### src/rtl/wb_soc_pkg.sv
// Shared SoC bus definitions: arbiter state encoding, grant codes and master identifiers.
// The state encoding equals the grant code, so the grant output is a direct image of the state.
package wb_soc_pkg;

  typedef enum logic [1:0] {
    ST_IDLE  = 2'b00,
    ST_GNT_I = 2'b01,
    ST_GNT_D = 2'b10,
    ST_ABORT = 2'b11
  } arb_state_t;

  localparam logic [1:0] GNT_NONE  = 2'b00;
  localparam logic [1:0] GNT_INSN  = 2'b01;
  localparam logic [1:0] GNT_DATA  = 2'b10;
  localparam logic [1:0] GNT_ABORT = 2'b11;

  localparam logic LAST_INSN = 1'b0;
  localparam logic LAST_DATA = 1'b1;

  localparam logic [2:0] CTI_CLASSIC = 3'b000;
  localparam logic [2:0] CTI_INCR    = 3'b010;
  localparam logic [2:0] CTI_END     = 3'b111;

  function automatic logic [1:0] gnt_code(input arb_state_t st);
    logic [1:0] code;
    case (st)
      ST_IDLE:  code = GNT_NONE;
      ST_GNT_I: code = GNT_INSN;
      ST_GNT_D: code = GNT_DATA;
      ST_ABORT: code = GNT_ABORT;
      default:  code = GNT_NONE;
    endcase
    return code;
  endfunction

endpackage

### src/rtl/wb_watchdog.sv
// Stall watchdog: counts cycles a strobe goes unanswered and flags the last permitted one.
// The count saturates at its limit so it can never wrap back to zero.
module wb_watchdog #(
  parameter int unsigned TIMEOUT = 255
) (
  input  logic clk_i,
  input  logic rst_i,
  input  logic clr,
  input  logic run,
  output logic expired
);

  localparam int unsigned     CW    = $clog2(TIMEOUT + 1);
  localparam logic [CW-1:0]   LIMIT = CW'(TIMEOUT - 1);

  logic [CW-1:0] r_count;

  // Stall cycle counter.
  always_ff @(posedge clk_i or posedge rst_i) begin
    if (rst_i) begin
      r_count <= '0;
    end else if (clr) begin
      r_count <= '0;
    end else if (run && (r_count != LIMIT)) begin
      r_count <= r_count + 1'b1;
    end else begin
      r_count <= r_count;
    end
  end

  assign expired = run && (r_count == LIMIT);

endmodule

### src/rtl/wb_cpu_bus_arbiter.sv
// Two-master (instruction/data) Wishbone arbiter onto a single slave port, with
// alternating tie-break, unsplittable tenures and a stall watchdog that aborts a hung slave.
module wb_cpu_bus_arbiter
  import wb_soc_pkg::*;
#(
  parameter int unsigned ADDRESS_WIDTH = 32,
  parameter int unsigned DATA_WIDTH    = 32,
  parameter int unsigned TIMEOUT       = 255
) (
  input  logic                     clk_i,
  input  logic                     rst_i,
  input  logic [ADDRESS_WIDTH-1:0] ci_adr_i,
  input  logic [DATA_WIDTH-1:0]    ci_dat_i,
  input  logic [3:0]               ci_sel_i,
  input  logic                     ci_we_i,
  input  logic                     ci_cyc_i,
  input  logic                     ci_stb_i,
  input  logic [2:0]               ci_cti_i,
  output logic                     ci_ack_o,
  output logic                     ci_err_o,
  input  logic [ADDRESS_WIDTH-1:0] cd_adr_i,
  input  logic [DATA_WIDTH-1:0]    cd_dat_i,
  input  logic [3:0]               cd_sel_i,
  input  logic                     cd_we_i,
  input  logic                     cd_cyc_i,
  input  logic                     cd_stb_i,
  input  logic [2:0]               cd_cti_i,
  output logic                     cd_ack_o,
  output logic                     cd_err_o,
  output logic [DATA_WIDTH-1:0]    m_dat_o,
  output logic [ADDRESS_WIDTH-1:0] s_adr_o,
  output logic [DATA_WIDTH-1:0]    s_dat_o,
  output logic [3:0]               s_sel_o,
  output logic                     s_we_o,
  output logic                     s_cyc_o,
  output logic                     s_stb_o,
  output logic [2:0]               s_cti_o,
  input  logic [DATA_WIDTH-1:0]    s_dat_i,
  input  logic                     s_ack_i,
  input  logic                     s_err_i,
  output logic [1:0]               gnt_o
);

  arb_state_t r_state;
  arb_state_t w_next_state;
  logic       r_last_gnt;
  logic [1:0] r_gnt;
  logic       w_aborted_cyc;
  logic       w_stb;
  logic       w_run;
  logic       w_clr;
  logic       w_expired;

  // In ABORT the last granted master is the one whose tenure was cut short.
  assign w_aborted_cyc = (r_last_gnt == LAST_INSN) ? ci_cyc_i : cd_cyc_i;

  // Arbitration and tenure tracking.
  always_comb begin
    w_next_state = r_state;
    case (r_state)
      ST_IDLE: begin
        if (ci_cyc_i && cd_cyc_i) begin
          w_next_state = (r_last_gnt == LAST_INSN) ? ST_GNT_D : ST_GNT_I;
        end else if (ci_cyc_i) begin
          w_next_state = ST_GNT_I;
        end else if (cd_cyc_i) begin
          w_next_state = ST_GNT_D;
        end else begin
          w_next_state = ST_IDLE;
        end
      end
      ST_GNT_I: begin
        if (!ci_cyc_i) begin
          w_next_state = ST_IDLE;
        end else if (w_expired) begin
          w_next_state = ST_ABORT;
        end else begin
          w_next_state = ST_GNT_I;
        end
      end
      ST_GNT_D: begin
        if (!cd_cyc_i) begin
          w_next_state = ST_IDLE;
        end else if (w_expired) begin
          w_next_state = ST_ABORT;
        end else begin
          w_next_state = ST_GNT_D;
        end
      end
      ST_ABORT: begin
        if (!w_aborted_cyc) begin
          w_next_state = ST_IDLE;
        end else begin
          w_next_state = ST_ABORT;
        end
      end
      default: w_next_state = ST_IDLE;
    endcase
  end

  // State, tie-break memory and registered grant code.
  always_ff @(posedge clk_i or posedge rst_i) begin
    if (rst_i) begin
      r_state    <= ST_IDLE;
      r_last_gnt <= LAST_INSN;
      r_gnt      <= GNT_NONE;
    end else begin
      r_state <= w_next_state;
      r_gnt   <= gnt_code(w_next_state);
      if ((r_state == ST_IDLE) && (w_next_state == ST_GNT_I)) begin
        r_last_gnt <= LAST_INSN;
      end else if ((r_state == ST_IDLE) && (w_next_state == ST_GNT_D)) begin
        r_last_gnt <= LAST_DATA;
      end else begin
        r_last_gnt <= r_last_gnt;
      end
    end
  end

  assign gnt_o = r_gnt;

  // Slave strobe; kept apart from the response mux so the watchdog path has no false loop.
  always_comb begin
    case (r_state)
      ST_GNT_I: w_stb = ci_cyc_i & ci_stb_i;
      ST_GNT_D: w_stb = cd_cyc_i & cd_stb_i;
      default:  w_stb = 1'b0;
    endcase
  end

  assign s_stb_o = w_stb;

  // Request path: the granted master drives the slave port, otherwise everything is quiet.
  always_comb begin
    s_adr_o = '0;
    s_dat_o = '0;
    s_sel_o = 4'b0000;
    s_we_o  = 1'b0;
    s_cyc_o = 1'b0;
    s_cti_o = 3'b000;
    case (r_state)
      ST_GNT_I: begin
        s_adr_o = ci_adr_i;
        s_dat_o = ci_dat_i;
        s_sel_o = ci_sel_i;
        s_we_o  = ci_we_i;
        s_cyc_o = ci_cyc_i;
        s_cti_o = ci_cti_i;
      end
      ST_GNT_D: begin
        s_adr_o = cd_adr_i;
        s_dat_o = cd_dat_i;
        s_sel_o = cd_sel_i;
        s_we_o  = cd_we_i;
        s_cyc_o = cd_cyc_i;
        s_cti_o = cd_cti_i;
      end
      default: begin
        s_adr_o = '0;
        s_dat_o = '0;
        s_sel_o = 4'b0000;
        s_we_o  = 1'b0;
        s_cyc_o = 1'b0;
        s_cti_o = 3'b000;
      end
    endcase
  end

  // Response path: late slave responses in ABORT fall into the default and are dropped.
  always_comb begin
    ci_ack_o = 1'b0;
    ci_err_o = 1'b0;
    cd_ack_o = 1'b0;
    cd_err_o = 1'b0;
    case (r_state)
      ST_GNT_I: begin
        ci_ack_o = s_ack_i;
        ci_err_o = s_err_i | w_expired;
      end
      ST_GNT_D: begin
        cd_ack_o = s_ack_i;
        cd_err_o = s_err_i | w_expired;
      end
      default: begin
        ci_ack_o = 1'b0;
        ci_err_o = 1'b0;
        cd_ack_o = 1'b0;
        cd_err_o = 1'b0;
      end
    endcase
  end

  assign m_dat_o = s_dat_i;

  assign w_run = w_stb & ~s_ack_i & ~s_err_i;
  assign w_clr = s_ack_i | s_err_i | (w_next_state != r_state);

  wb_watchdog #(
    .TIMEOUT (TIMEOUT)
  ) u_watchdog (
    .clk_i   (clk_i),
    .rst_i   (rst_i),
    .clr     (w_clr),
    .run     (w_run),
    .expired (w_expired)
  );

endmodule

### config.mk
export PLATFORM = sky130hd
export DESIGN_NAME = wb_cpu_bus_arbiter
export DESIGN_NICKNAME = d
export VERILOG_FILES = /design/src/rtl/wb_soc_pkg.sv /design/src/rtl/wb_watchdog.sv /design/src/rtl/wb_cpu_bus_arbiter.sv
export SDC_FILE = /design/constraint.sdc
export NUM_CORES = 1
export LEC_CHECK = 0
export BUFFER_PORTS_ARGS = -buffer_cell sky130_fd_sc_hd__buf_2
export CORE_AREA = 8 8 107 109
export CTS_BUF_LIST = sky130_fd_sc_hd__clkbuf_2 sky130_fd_sc_hd__clkbuf_4 sky130_fd_sc_hd__clkbuf_8
export DETAILED_ROUTE_END_ITERATION = 16
export DIE_AREA = 0 0 115 117
export SLEW_MARGIN = 10
export SYNTH_ARGS = -nofsm -noshare
export SYNTH_HDL_FRONTEND = slang
export SYNTH_SLANG_ARGS = --single-unit
### constraint.sdc
create_clock -name clk_i -period 2.8 [get_ports clk_i]
set_input_delay 0.28 -clock clk_i [delete_from_list [all_inputs] [get_ports clk_i]]
set_output_delay 0.28 -clock clk_i [all_outputs]
set_load 0.02 [all_outputs]
; Word level (Yosys, flattened, before mapping)
; Index checks and enable logic that the tools add are counted.
[totals]
register_bits = 13
word_cells = 59
[classes]
addsub = 1
eq_ne = 9
n_mux = 27
bitwise_logic = 9
reduce_logical = 9
[ops]
columns = operator, n
row1 = case mux 32 bit (2 select lines), 2
row2 = two-way mux 2 bit, 8
row3 = two-way mux 8 bit, 2
row4 = case mux 2 bit (4 select lines), 2
row5 = adder 8 x 1 -> 8 bit (second input constant), 1
row6 = == test 2 bit (second input constant), 4
row7 = == test 8 bit (second input constant), 1
row8 = two-way mux 1 bit, 8
row9 = inequality test 8 bit (second input constant), 1
row10 = case mux 4 bit (2 select lines), 1
row11 = case mux 1 bit (2 select lines), 3
row12 = case mux 3 bit (2 select lines), 1
row13 = logical AND 1 bit, 5
row14 = bitwise AND 1 bit, 4
row15 = == test 2 x 1 -> 1 bit (second input constant), 2
row16 = zero test 2 bit, 2
row17 = nonzero test 2 bit, 2
row18 = OR 1 bit, 3
row19 = inequality test 2 bit, 1
row20 = inverter 1 bit, 2

; Logic depth before layout (Yosys ltp)
[depth]
ltp_word = 12
mapped_depth = 9
mapped_depth_nobuf = 8

; Modules after synthesis
; Synthesis repeated with hierarchy kept, for this count alone.
[hier_totals]
cells_unflattened = 305
hier_area_um2 = 2318.5
[modules_own_cells]
columns = module, instances, cells_each, area_each_um2, seq_area_each_um2
row1 = wb_cpu_bus_arbiter, 1, 255, 1811.7, 100.1
row2 = wb_watchdog, 1, 50, 506.7, 200.2

; Worst setup path before layout
; Ideal clock, no wire load.
[synth_path]
kind = reg2out
start = reg gnt_o[0] (netlist name)
end = out s_cyc_o
t_arrival_ns = 1.928
required_ns = 2.520
slack_ns = 0.592
stages_incl_launch_ff = 8
path_buffers = 3
cell_sequence = dfrtp_1 -> inv_1 -> ha_1 -> buf_2 -> clkbuf_1 -> clkbuf_1 -> nand2_1 -> a21boi_0
[synth_rtl]
columns = item, line
row1 = "end, declared", wb_cpu_bus_arbiter.sv:35  ; output logic s_cyc_o,

; Worst setup path in the final report
[layout_path]
start = reg r_state[1]
end = out s_dat_o[2]
[layout_between]
elab_chain_cells = 2
word_cells_on_any_way = 3
classes_between = 2 x eq/ne / 1 x mux
[layout_rtl]
columns = item, line
row1 = "start, declared", wb_cpu_bus_arbiter.sv:44  ; arb_state_t r_state;
row2 = "start signal, assigned", wb_cpu_bus_arbiter.sv:108  ; r_state <= w_next_state;
row3 = == test 2 bit / == test 2 x 1 -> 1 bit (equally long branches), wb_cpu_bus_arbiter.sv:141  ; case (r_state)
row4 = case mux 32 bit (2 select lines) *, wb_cpu_bus_arbiter.sv:141
row5 = "end, declared", wb_cpu_bus_arbiter.sv:32  ; output logic [DATA_WIDTH-1:0] s_dat_o,
; Every way passes the cells marked *; elsewhere a longest branch is shown, timed or not.

==> key figures <==
Floorplanning
  • Die Height: 117 microns
  • Die area: 13,500 sq um
  • Starting Density: 22.4%
  • Core area: 9910 sq um
  • Ports: 296
  • FP Rows: 37
  • Die width: 115 microns

Worst setup path
  • Reg-to-reg slack, setup: 0.31 ns
  • Worst path required time: 2.52 ns
  • CP peak stage delay: 0.49 ns
  • FF-to-FF End: u_watchdog.r_count[1]
  • Arr. time, crit path: 2.42 ns
  • Worst reg2reg startpoint: gnt_o[0]
  • Kind of critical path: reg -> out
  • Largest fanout on the critical path: 52
  • CP max-delay cell: buf_4
  • CP endpoint kind: output pin
  • Crit start category: register
  • Cells on worst reg2reg path: 8
  • CP Cell Sequence: inv_1, ha_2, buf_4, a22oi_1, nor2b_1, buf_2

Routing
  • Pre-antenna DRT Iters: 5
  • Drt total wl: 12,000 microns
  • Routed Antenna Nets: 0
  • DR WL/cell: 19.6 microns
  • DRC violations left: 0
  • Detailed Route Iter0 Violations: 207
  • Via density: 4.75
  • Total vias in the final route: 2,919

GRT
  • Initial antenna violation count: 0
  • Gr usage total: 15.6%
  • Vias in the first global route: 2,939
  • Pin count of the biggest net entering global routing: 74
  • Remaining global-route overflow: 0
  • Global-route wire length before repair: 16,500 microns

Clock tree
  • H-tree depth: 1
  • Clock Sinks: 12
  • Resized Gates After CTS: 0
  • CTS Buf Count: 3
  • Setup bufs post-CTS: 0
  • CTS root buf: clkbuf_8
  • CTS tree: yes
  • Skew-Pair Late Insertion Delay: 0.24 ns
  • Longest Clk Path Bufs: 2
  • Hold buffers post-CTS: 0
  • Clk slew on worst S/H paths: 0.06 ns

Outcome
  • Outcome: completed

Synthesis
  • Register area share after synthesis: 13.6%
  • Cells after Synth: 297
  • Ys flop type: dfrtp_1
  • Number of enable flip-flop cells after synthesis: 0
  • Yosys warns: 0
  • Syn Nets: 488
  • Synth Area per Inst: 7.46 sq um
  • Netlist Area Pre-Place: 2210 sq um
  • Post-synth top area share: 24.4%
  • Unique masters post-synth: 32
  • Register bit count reported by yosys: 12
  • Async set or reset register ratio after synthesis: 100%
  • Synth area leader: a22oi_1
  • Synth top area cells: a22oi_1 (24%), nor2b_1 (22%), dfrtp_1 (14%)

Final layout
  • Most frequent cells in the layout: buf_2 (231), nor2b_1 (77), a22oi_1 (72)
  • Share of post-route cells with drive strength above 1: 52.1%
  • Finished Layout Cells: 614
  • P&R area growth vs syn: 49.2%
  • Leading cell type in the layout, fill and taps excluded: buf_2
  • Total inserted antenna cells: 0
  • Final nets: 670
  • Final Cell Area: 3300 sq um

STA
  • Tmin final: 2.70 ns
  • Setup violators final: 0
  • Slew margin rel.: 63.0%
  • Fmax: 371 MHz
  • Final Hold Viols: 0
  • Unrepaired setup endpoints after global routing: false
  • Clock Skew: 0.00316 ns
  • Fin Setup TNS: 0 ns
  • Worst Tran Pin Value: 0.554 ns
  • Slew Viols, Final: 0
  • Final Cycle Share: 96.3%

Flow run
  • Max_cap viols: 0

Min path
  • Worst Hold Class: in -> async

Power
  • Overall power: 3.28 mW
  • PwrDens: 994 nW/um^2
  • Net Sw Power: 1.86 mW
  • Reg power frac: 7.3%
  • Clock Power Share: 5.9%
  • P_int: 1.42 mW
  • Max IR drop VDD: 0.000865 V
  • Combinational Power Share: 86.8%
  • Leak: 1.66 nW
  • Sw Share: 56.7%

Place
  • Port Buffers: 231
  • Post-DP Area: 3250 sq um
  • Placed Cells: 610
  • DP HPWL: 10,100 microns
  • Routability congestion estimate: 0.895
## how the worst max path moves through the flow
stage	slack [ns]	depth (start not counted)	end	start
after global routing	0.03	6	s_dat_o[2]	r_state[1]
after detailed placement	0.32	8	u_watchdog.r_count[1]	gnt_o[0]
after global placement	0.42	8	u_watchdog.r_count[1]	gnt_o[0]
final	0.10	6	s_dat_o[2]	r_state[1]
after floorplan	0.59	7	s_cyc_o	gnt_o[0]
after CTS	0.15	6	s_dat_o[2]	r_state[1]
## state kept, by name, summed over array words and instances, names as in the netlist
name and cells:
r_state 1, u_watchdog.r_count 8, gnt_o 2, r_last_gnt 1
## power by group through the flow
stage | Sequential (mW) | Combinational (mW) | Clock, mW
floorplan | 0.240 | 2.02 | 0
global placement | 0.239 | 2.85 | 0
detailed placement | 0.240 | 2.89 | 0
CTS | 0.236 | 2.90 | 0.196
global route | 0.243 | 3.08 | 0.204
finish | 0.238 | 2.85 | 0.194
## per-layer routing
layer / wire length [microns] / track usage, % / vias to the layer above
li1: - / - / 1391
met1: 5090 / 20.2 / 1357
met2: 5520 / 24.6 / 167
met3: 1370 / 6.41 / 4
met4: 29 / 1.05 / 0
met5: 0 / 0 / -
## area by class of cell
class	instances	area, sq um
Inverter	5	18.8
Clock buffer	4	55.1
Multi-Input combinational cell	222	1560
Fill cell	1103	6600
Sequential cell	12	300
Tap cell	136	170
Timing Repair Buffer	235	1200
## cells in the mapped netlist (2+ instances only)
| library cell | instances |
|---|---|
| ha_1 | 7 |
| nand4_1 | 6 |
| o21ai_0 | 4 |
| inv_1 | 5 |
| xnor2_1 | 4 |
| a21oi_1 | 5 |
| clkbuf_1 | 18 |
| nand2b_1 | 3 |
| nor2_1 | 13 |
| buf_4 | 33 |
| dfrtp_1 | 12 |
| nor2b_1 | 77 |
| and3_1 | 2 |
| a211o_4 | 2 |
| buf_1 | 6 |
| a22oi_1 | 72 |
| nand3_1 | 4 |
| and2_1 | 2 |
| nand2_1 | 6 |
| xor2_1 | 4 |
## cells by family after synthesis
kind of cell / Yosys count / share of synthesized area (%)
adder cells (fa/ha/maj): 7 / 3.95
AO/OA/AOI/OAI: 90 / 31.7
AND/OR/NAND/NOR: 116 / 30.8
buffers and inverters: 63 / 16.3
flip-flops: 12 / 13.6
multiplexers: 1 / 0.508
XOR/XNOR: 8 / 3.16
## through the flow
step                      setup slack (ns)  util, %  hold slack [ns]
after detailed placement             0.324     32.8            0.318
final                                0.105     33.3           0.0454
after floorplan                      0.592        -            0.145
after global placement               0.425     32.8            0.311
after global routing                0.0327     33.3           0.0777
after CTS                            0.146     33.3           0.0576
## worst max-delay path: cells and delay by family (launching register included)
kind                     cells  cell delay, ns
buffers and inverters        3            0.89
flip-flops                   1            0.40
AND/OR/NAND/NOR              1            0.34
AO/OA/AOI/OAI                1            0.18
adder cells (fa/ha/maj)      1            0.33
Power figures use the tool's default switching activity.
